File: config.mk
export PLATFORM = sky130hd
export DESIGN_NAME = alu_iq_issue_ctrl
export DESIGN_NICKNAME = d
export VERILOG_FILES = /design/src/rtl/alu_iq_issue_ctrl.sv
export SDC_FILE = /design/constraint.sdc
export NUM_CORES = 1
export LEC_CHECK = 0
export ABC_CLOCK_PERIOD_IN_PS = 12500
export CORE_UTILIZATION = 60
export DETAILED_ROUTE_END_ITERATION = 6
export GPL_ROUTABILITY_DRIVEN = 1
export GPL_TIMING_DRIVEN = 0
export PLACE_DENSITY = 0.85
export SLEW_MARGIN = 10
export SYNTH_ARGS = -nofsm -noshare
export SYNTH_HDL_FRONTEND = slang
export SYNTH_SLANG_ARGS = --single-unit
File: constraint.sdc
create_clock -name clk -period 12.5 [get_ports clk]
set_input_delay 3.75 -clock clk [delete_from_list [all_inputs] [get_ports clk]]
set_output_delay 3.75 -clock clk [all_outputs]
set_load 0.01 [all_outputs]
File: src/rtl/alu_iq_issue_ctrl.sv
// rtl/alu_iq_issue_ctrl.sv - ALU issue queue head issue controller (optional feature macro: ISSUE_WB_BYPASS_EN)

module alu_iq_issue_ctrl #(
    parameter int MUL_LAT       = 3,
    parameter int NUM_ARCH_REGS = 32
) (
    input  logic       clk,
    input  logic       rst,
    input  logic       head_valid,
    input  logic [1:0] head_exu_type,
    input  logic       head_has_rd,
    input  logic       head_has_rs1,
    input  logic       head_has_rs2,
    input  logic [4:0] head_rd,
    input  logic [4:0] head_rs1,
    input  logic [4:0] head_rs2,
    output logic       deq,
    output logic       alu_issue,
    output logic       mul_issue,
    output logic       div_issue,
    output logic       wb_port_valid,
    output logic       wb_port_is_mul,
    input  logic       wb_valid,
    input  logic [4:0] wb_rd,
    input  logic       div_wb_valid,
    input  logic [4:0] div_wb_rd,
    output logic       err_bad_type
);

    // exe_unit_type_t encoding
    localparam logic [1:0] EXU_ALU = 2'd0;
    localparam logic [1:0] EXU_MUL = 2'd1;
    localparam logic [1:0] EXU_DIV = 2'd2;
    localparam logic [1:0] EXU_MEM = 2'd3;

    logic [NUM_ARCH_REGS-1:0] busy_q, busy_d;
    logic [MUL_LAT:0]         resv_q, resv_d;
    logic [MUL_LAT:0]         resv_type_q, resv_type_d;
    logic                     div_busy_q, div_busy_d;
    logic                     err_bad_type_q, err_bad_type_d;

    logic [NUM_ARCH_REGS-1:0] clr_mask;
    logic [NUM_ARCH_REGS-1:0] byp_mask;
    logic                     rs1_ok, rs2_ok, waw_ok, unit_ok, can_issue;

    // Registers being released this cycle by either writeback port
    always_comb begin
        clr_mask = '0;
        if (wb_valid) begin
            clr_mask[wb_rd] = 1'b1;
        end
        if (div_wb_valid) begin
            clr_mask[div_wb_rd] = 1'b1;
        end
    end

`ifdef ISSUE_WB_BYPASS_EN
    assign byp_mask = clr_mask;
`else
    assign byp_mask = '0;
`endif

    // Hazard, structural and issue decision for the queue head
    always_comb begin
        rs1_ok = !head_has_rs1 || (head_rs1 == 5'd0) || !busy_q[head_rs1] || byp_mask[head_rs1];
        rs2_ok = !head_has_rs2 || (head_rs2 == 5'd0) || !busy_q[head_rs2] || byp_mask[head_rs2];
        waw_ok = !head_has_rd  || (head_rd  == 5'd0) || !busy_q[head_rd]  || byp_mask[head_rd];
        unit_ok = 1'b0;
        case (head_exu_type)
            EXU_ALU: unit_ok = !resv_q[1];
            EXU_MUL: unit_ok = !resv_q[MUL_LAT];
            EXU_DIV: unit_ok = !div_busy_q || div_wb_valid;
            default: unit_ok = 1'b0;
        endcase
        can_issue = !rst && head_valid && rs1_ok && rs2_ok && waw_ok && unit_ok;
        deq       = can_issue;
        alu_issue = can_issue && (head_exu_type == EXU_ALU);
        mul_issue = can_issue && (head_exu_type == EXU_MUL);
        div_issue = can_issue && (head_exu_type == EXU_DIV);
    end

    // Next-state for scoreboard, writeback reservations, divider and error flag
    always_comb begin
        busy_d = busy_q & ~clr_mask;
        if (can_issue && head_has_rd && (head_rd != 5'd0)) begin
            busy_d[head_rd] = 1'b1;
        end
        busy_d[0] = 1'b0;

        // Type bits follow their valid bit so an idle slot never reads as MUL
        resv_d      = {1'b0, resv_q[MUL_LAT:1]};
        resv_type_d = {1'b0, resv_type_q[MUL_LAT:1] & resv_q[MUL_LAT:1]};
        if (alu_issue) begin
            resv_d[0]      = 1'b1;
            resv_type_d[0] = 1'b0;
        end
        if (mul_issue) begin
            resv_d[MUL_LAT-1]      = 1'b1;
            resv_type_d[MUL_LAT-1] = 1'b1;
        end

        div_busy_d = div_busy_q;
        if (div_issue) begin
            div_busy_d = 1'b1;
        end else if (div_wb_valid) begin
            div_busy_d = 1'b0;
        end

        err_bad_type_d = err_bad_type_q || (head_valid && (head_exu_type == EXU_MEM));
    end

    // State registers with asynchronous reset
    always_ff @(posedge clk or posedge rst) begin
        if (rst) begin
            busy_q         <= '0;
            resv_q         <= '0;
            resv_type_q    <= '0;
            div_busy_q     <= 1'b0;
            err_bad_type_q <= 1'b0;
        end else begin
            busy_q         <= busy_d;
            resv_q         <= resv_d;
            resv_type_q    <= resv_type_d;
            div_busy_q     <= div_busy_d;
            err_bad_type_q <= err_bad_type_d;
        end
    end

    assign wb_port_valid  = resv_q[0];
    assign wb_port_is_mul = resv_type_q[0];
    assign err_bad_type   = err_bad_type_q;

endmodule

## Yosys cells after proc, flatten, opt, wreduce, memory -nomap -nowiden

Memories as Yosys holds them, arrays and structs flattened.
Cells that the tools add are included.

| storage, ports and cells | value |
|---|---|
| word-level logic and storage cells | 89 |
| memories | 3 |
| output and inout bits | 7 |
| bits in read-only memories | 96 |
| register bits | 39 |
| input bits | 35 |

| cells by class | value |
|---|---|
| bitwise gates (word level) | 5 |
| equal/unequal tests | 3 |
| magnitude comparators | 8 |
| reductions and logical operators | 40 |
| mux-type cells | 25 |

Memory list:

| name | words | width | rd ports | clocked after Yosys merged registers in | wr ports | line | text |
|---|---|---|---|---|---|---|---|
| (name not given) | 32 | 1 | 1 | 0 | 0 | 67 | `waw_ok = !head_has_rd \|\| (head_rd == 5'd0) \|\| !busy_q[head_rd] \|\| byp_mask[head_rd];` |
| (name not given) | 32 | 1 | 1 | 0 | 0 | 66 | `rs2_ok = !head_has_rs2 \|\| (head_rs2 == 5'd0) \|\| !busy_q[head_rs2] \|\| byp_mask[head_rs2];` |
| (name not given) | 32 | 1 | 1 | 0 | 0 | 65 | `rs1_ok = !head_has_rs1 \|\| (head_rs1 == 5'd0) \|\| !busy_q[head_rs1] \|\| byp_mask[head_rs1];` |

Operators by type and width:

| kind | count |
|---|---|
| $mux W32 | 3 |
| $or A32 B32 Y32 | 2 |
| $and A32 B32 Y32 | 1 |
| $not A32 Y32 | 1 |
| $lt A5 B6 Y1 const B | 5 |
| $bmux W1 S5 | 3 |
| $demux W1 S5 | 3 |
| $ge A5 B1 Y1 const B | 3 |
| $logic_not A5 Y1 | 3 |
| $mux W1 | 15 |
| $logic_and A1 B1 Y1 | 14 |
| $logic_or A1 B1 Y1 | 11 |
| $logic_not A1 Y1 | 9 |
| $reduce_bool A5 Y1 | 1 |
| $eq A2 B2 Y1 const B | 2 |
| $pmux W1 S3 | 1 |
| $and A2 B2 Y2 | 1 |
| $eq A2 B1 Y1 const B | 1 |
| $logic_not A2 Y1 | 1 |
| $reduce_bool A2 Y1 | 1 |

## Logic depth before layout (Yosys ltp)

| logic depth | value |
|---|---|
| depth after elaboration | 12 |
| depth in mapped cells | 8 |
| depth with buffers taken out | 5 |

## Least setup slack after synthesis

Ideal clock, no wire load.

| path | value |
|---|---|
| kind | input to output |
| from | input port head_rs2[0] |
| to | output port mul_issue |
| buffers on the path | 1 |
| data required time | 8750 ps |
| data arrival time | 5669 ps |
| path slack | 3081 ps |
| stages on the path | 6 |
| path through | buf_2 -> mux4_2 -> nor2b_1 -> a2111oi_4 -> o31ai_4 -> nor4_1 |

| between the ends | value |
|---|---|
| cells in the longest elaborated chain, start to end | 9 |
| elaborated cells between the ends (all ways) | 13 |
| those cells by class | 3 x mux; 9 x reduce/logical; 1 x memory |

RTL lines:

| what | line | text |
|---|---|---|
| from (decl) | 16 | `input logic [4:0] head_rs2,` |
| $bmux W1 S5 | 66 |  |
| $mux W1 (not written as such) | 66 |  |
| $logic_not A1 Y1 | 66 |  |
| $logic_or A1 B1 Y1 | 66 |  |
| $logic_or A1 B1 Y1 (*) | 66 |  |
| $logic_and A1 B1 Y1 (*) (3 in a row) | 75 | `can_issue = !rst && head_valid && rs1_ok && rs2_ok && waw_ok && unit_ok;` |
| $logic_and A1 B1 Y1 (*) | 78 | `mul_issue = can_issue && (head_exu_type == EXU_MUL);` |
| to (decl) | 19 | `output logic mul_issue,` |

Every way passes the cells marked *; elsewhere a longest branch is shown, timed or not. The select of a mux whose other input is x is not followed.

## Worst setup path after layout

| path | value |
|---|---|
| from | input port head_rd[1] |
| to | output port mul_issue |

| between the ends | value |
|---|---|
| cells in the longest elaborated chain, start to end | 8 |
| elaborated cells between the ends (all ways) | 12 |
| those cells by class | 3 x mux; 8 x reduce/logical; 1 x memory |

RTL lines:

| what | line | text |
|---|---|---|
| from (decl) | 14 | `input logic [4:0] head_rd,` |
| $bmux W1 S5 | 67 |  |
| $mux W1 (not written as such) | 67 |  |
| $logic_not A1 Y1 | 67 |  |
| $logic_or A1 B1 Y1 | 67 |  |
| $logic_or A1 B1 Y1 (*) | 67 |  |
| $logic_and A1 B1 Y1 (*) (2 in a row) | 75 |  |
| $logic_and A1 B1 Y1 (*) | 78 |  |

Marked as above.

==> results.tsv <==
stage	metric	value	unit
detailed_routing	via_per_inst	7.11	
setup_path	required	8750	ps
setup_path	startpoint_type	primary input	
sta	setup_viol	0	
detailed_routing	wire_per_inst	21.6	µm
hold_path	hold_path.class	flop to flop	
detailed_routing	first_pass_iters	5	
detailed_routing	drt_iter0_drc	312	
final_layout	layout-drive-gt1-share	0.126	
detailed_routing	num_vias	3255	
hold_path	holdPathStages	0	
cts	h-tree-depth	2	
status	status	finished clean	
synthesis	synth_cell_types	46	
global_routing	grt_max_degree	39	
synthesis	seq_area_frac_synth	0.293	
global_routing	met2_usage	0.621	
floorplanning	die_w	74.6	µm
flow_run	cap_violations	0	
global_routing	grt_util_met3	0.0772	
synthesis	synth_edf_count	0	
sta	post-route-period-util	0.854	
synthesis	async_flop_share	1.00	
cts	postCtsSetupRepairBufs	0	
synthesis	synth_top_flop_cell	dfrtp_1	
cts	cts-hold-fix-buffers	0	
final_layout	final_cells	458	
floorplanning	rows	26	
final_layout	final_area	3690	µm²
cts	clock-sinks	37	
sta	hold_violations	0	
final_layout	syn2layout_area_growth	16.6	%
placed_design	placed_area	3600	µm²
cts	cts.path.max_buffers	2	
sta	drv_slew	0	
setup_path	path_max_fanout	10	
final_layout	antennaDiodeCount	0	
global_routing	grt.total_usage	0.378	
global_routing	grt_pass1_vias	3068	
sta	slew_headroom	0.343	
placed_design	routabilityCongestion	0.984	
detailed_routing	ant_nets	0	
global_routing	busiest_layer	met2	
global_routing	grtUsageMet1	0.475	
cts	numCtsBuffers	5	
floorplanning	num_io_pins	42	
placed_design	post-dp-hpwl	7530	µm
final_layout	register_area	926	µm²
placed_design	place_inst	451	
setup_path	r2r-start	busy_q[3]$_DFF_PP0_	
setup_path	worstPathArrival	6920	ps
setup_path	reg2reg_setup_slack	10010	ps
global_routing	grt_pass1_wl	15300	µm
cts	cts_resized	0	
floorplanning	dieArea	5560	µm²
global_routing	overflow	0	
hold_path	hold_path.startpoint	resv_type_q[2]$_DFF_PP0_	
power	p_leak	1.34	nW
sta	rsz0062_at_grt	false	
placed_design	io_buffers	35	
cts	cts_root_buffer	clkbuf_8	
synthesis	syn_area	3160	µm²
setup_path	r2r_end	busy_q[1]$_DFF_PP0_	
synthesis	syn_nets	381	
global_routing	antenna_found_initial	0	
synthesis	yosysWarnings	0	
setup_path	worstRegToRegCells	6	
setup_path	critPathCaptureType	primary output	
cts	cts.clk_slew.worst_paths	70	ps
detailed_routing	post-route-drc-count	0	
sta	fin_worst_skew	5.69	ps
sta	worstMarginPinSlew	983	ps
sta	tns	0	ps
floorplanning	die_height	74.6	µm
sta	fmax	0.0937	GHz
final_layout	fin_nets	423	
final_layout	multi_input_area	2050	µm²
setup_path	critPathKind	primary input to primary output	
hold_path	hold_end	resv_type_q[1]$_DFF_PP0_	
sta	fin_crit	10670	ps
synthesis	ys_ff_latch	37	
cts	clkLatencyLatePin	290	ps
floorplanning	initial_core_util	0.623	
detailed_routing	totalWireLength	9910	µm
synthesis	syn-instance-count	346	
cts	cts_tree	built	
power	vdd_drop_max	0.0534	mV
floorplanning	core-area	5070	µm²
power	power_density	76.8	nW/µm²
synthesis	syn_avg_cell_area	9.14	µm²
final_layout	n_fill_cell	425	
[state kept, by name, indices dropped and copies added (netlist names)]
name	flops
err_bad_type	1
div_busy_q	1
resv_q	1
resv_type_q	3
busy_q	31
[worst max-delay path, stage by stage]
cell             delay (ps)
clkdlybuf4s50_1         550
buf_2                   310
mux4_2                  350
a32o_1                  240
a211oi_2                370
a21oi_1                 280
nor4_1                  430
clkdlybuf4s50_1         630
[cell usage in the layout, fill, tap and decap left out, types with 7 or more instances in the layout]
| cell type | count |
|---|---|
| nor2_1 | 23 |
| nand4_1 | 16 |
| dfrtp_1 | 37 |
| mux4_2 | 14 |
| nor3b_1 | 11 |
| mux2i_1 | 16 |
| and3_1 | 8 |
| clkbuf_1 | 15 |
| a22oi_1 | 32 |
| nand3_1 | 18 |
| clkdlybuf4s50_1 | 35 |
| buf_2 | 7 |
| nand2_1 | 38 |
| o31ai_1 | 32 |
| and3b_1 | 7 |
[cell usage after synthesis, drive strengths merged, types with 6 or more instances]
| cell | count | area share |
|---|---|---|
| a22oi | 32 | 0.076 |
| dfrtp | 37 | 0.29 |
| nor3b | 11 | 0.026 |
| nor2b | 6 | 0.012 |
| o31ai | 33 | 0.083 |
| clkbuf | 14 | 0.017 |
| and3b | 7 | 0.019 |
| nand3 | 18 | 0.028 |
| and3 | 8 | 0.016 |
| buf | 15 | 0.037 |
| nand4 | 16 | 0.032 |
| o21ai | 6 | 0.0095 |
| nand2 | 38 | 0.045 |
| nor2 | 23 | 0.027 |
| mux2i | 16 | 0.051 |
| mux4 | 14 | 0.10 |
[layer usage]
layer	share of wire	routed length, µm
met3	0.087	858
met4	0.037	366
met5	0	0
met1	0.41	4040
met2	0.47	4640
[per-stage QoR]
stage | util | setup WS [ps] | hold slack (ps) | power (mW)
detailed placement | 0.709 | 1870 | 340 | 0.199
global placement | 0.709 | 1840 | 334 | 0.197
finish | 0.726 | 1830 | 352 | 0.283
global route | 0.726 | 1690 | 359 | 0.294
floorplan | - | 3080 | 331 | 0.171
CTS | 0.726 | 1870 | 356 | 0.281
[where the power goes]
| part | internal [mW] | switching (mW) |
|---|---|---|
| clock | 0.0437 | 0.0410 |
| combinational | 0.0294 | 0.0399 |
| sequential | 0.124 | 0.00537 |
| total | 0.197 | 0.0862 |
[logic make-up (layout without fill, tap and decap cells)]
group,Yosys count,in the layout,synth area share
buffers and inverters,34,76,0.0598
and+or+nand+nor,148,148,0.249
muxes,35,35,0.168
DFF,37,37,0.293
AOI/OAI and AO/OA,92,92,0.231
[worst max-delay path by stage]
stage                     start        end  slack [ps]  depth (start not counted)
finish               head_rd[1]  mul_issue        1830                          8
global placement            rst  mul_issue        1840                          6
floorplan           head_rs2[0]  mul_issue        3080                          6
CTS                  head_rd[1]  mul_issue        1870                          8
detailed placement   head_rd[1]  mul_issue        1870                          8
global route         head_rd[1]  mul_issue        1690                          8
[cell type report]
class / instances / area share
Multi-Input combinational cell: 275 / 0.555
Sequential cell: 37 / 0.251
Timing Repair Buffer: 35 / 0.0950
Buffer: 29 / 0.0462
Tap cell: 70 / 0.0238
Clock buffer: 7 / 0.0234
Inverter: 5 / 0.00509
Power figures use the tool's default switching activity.
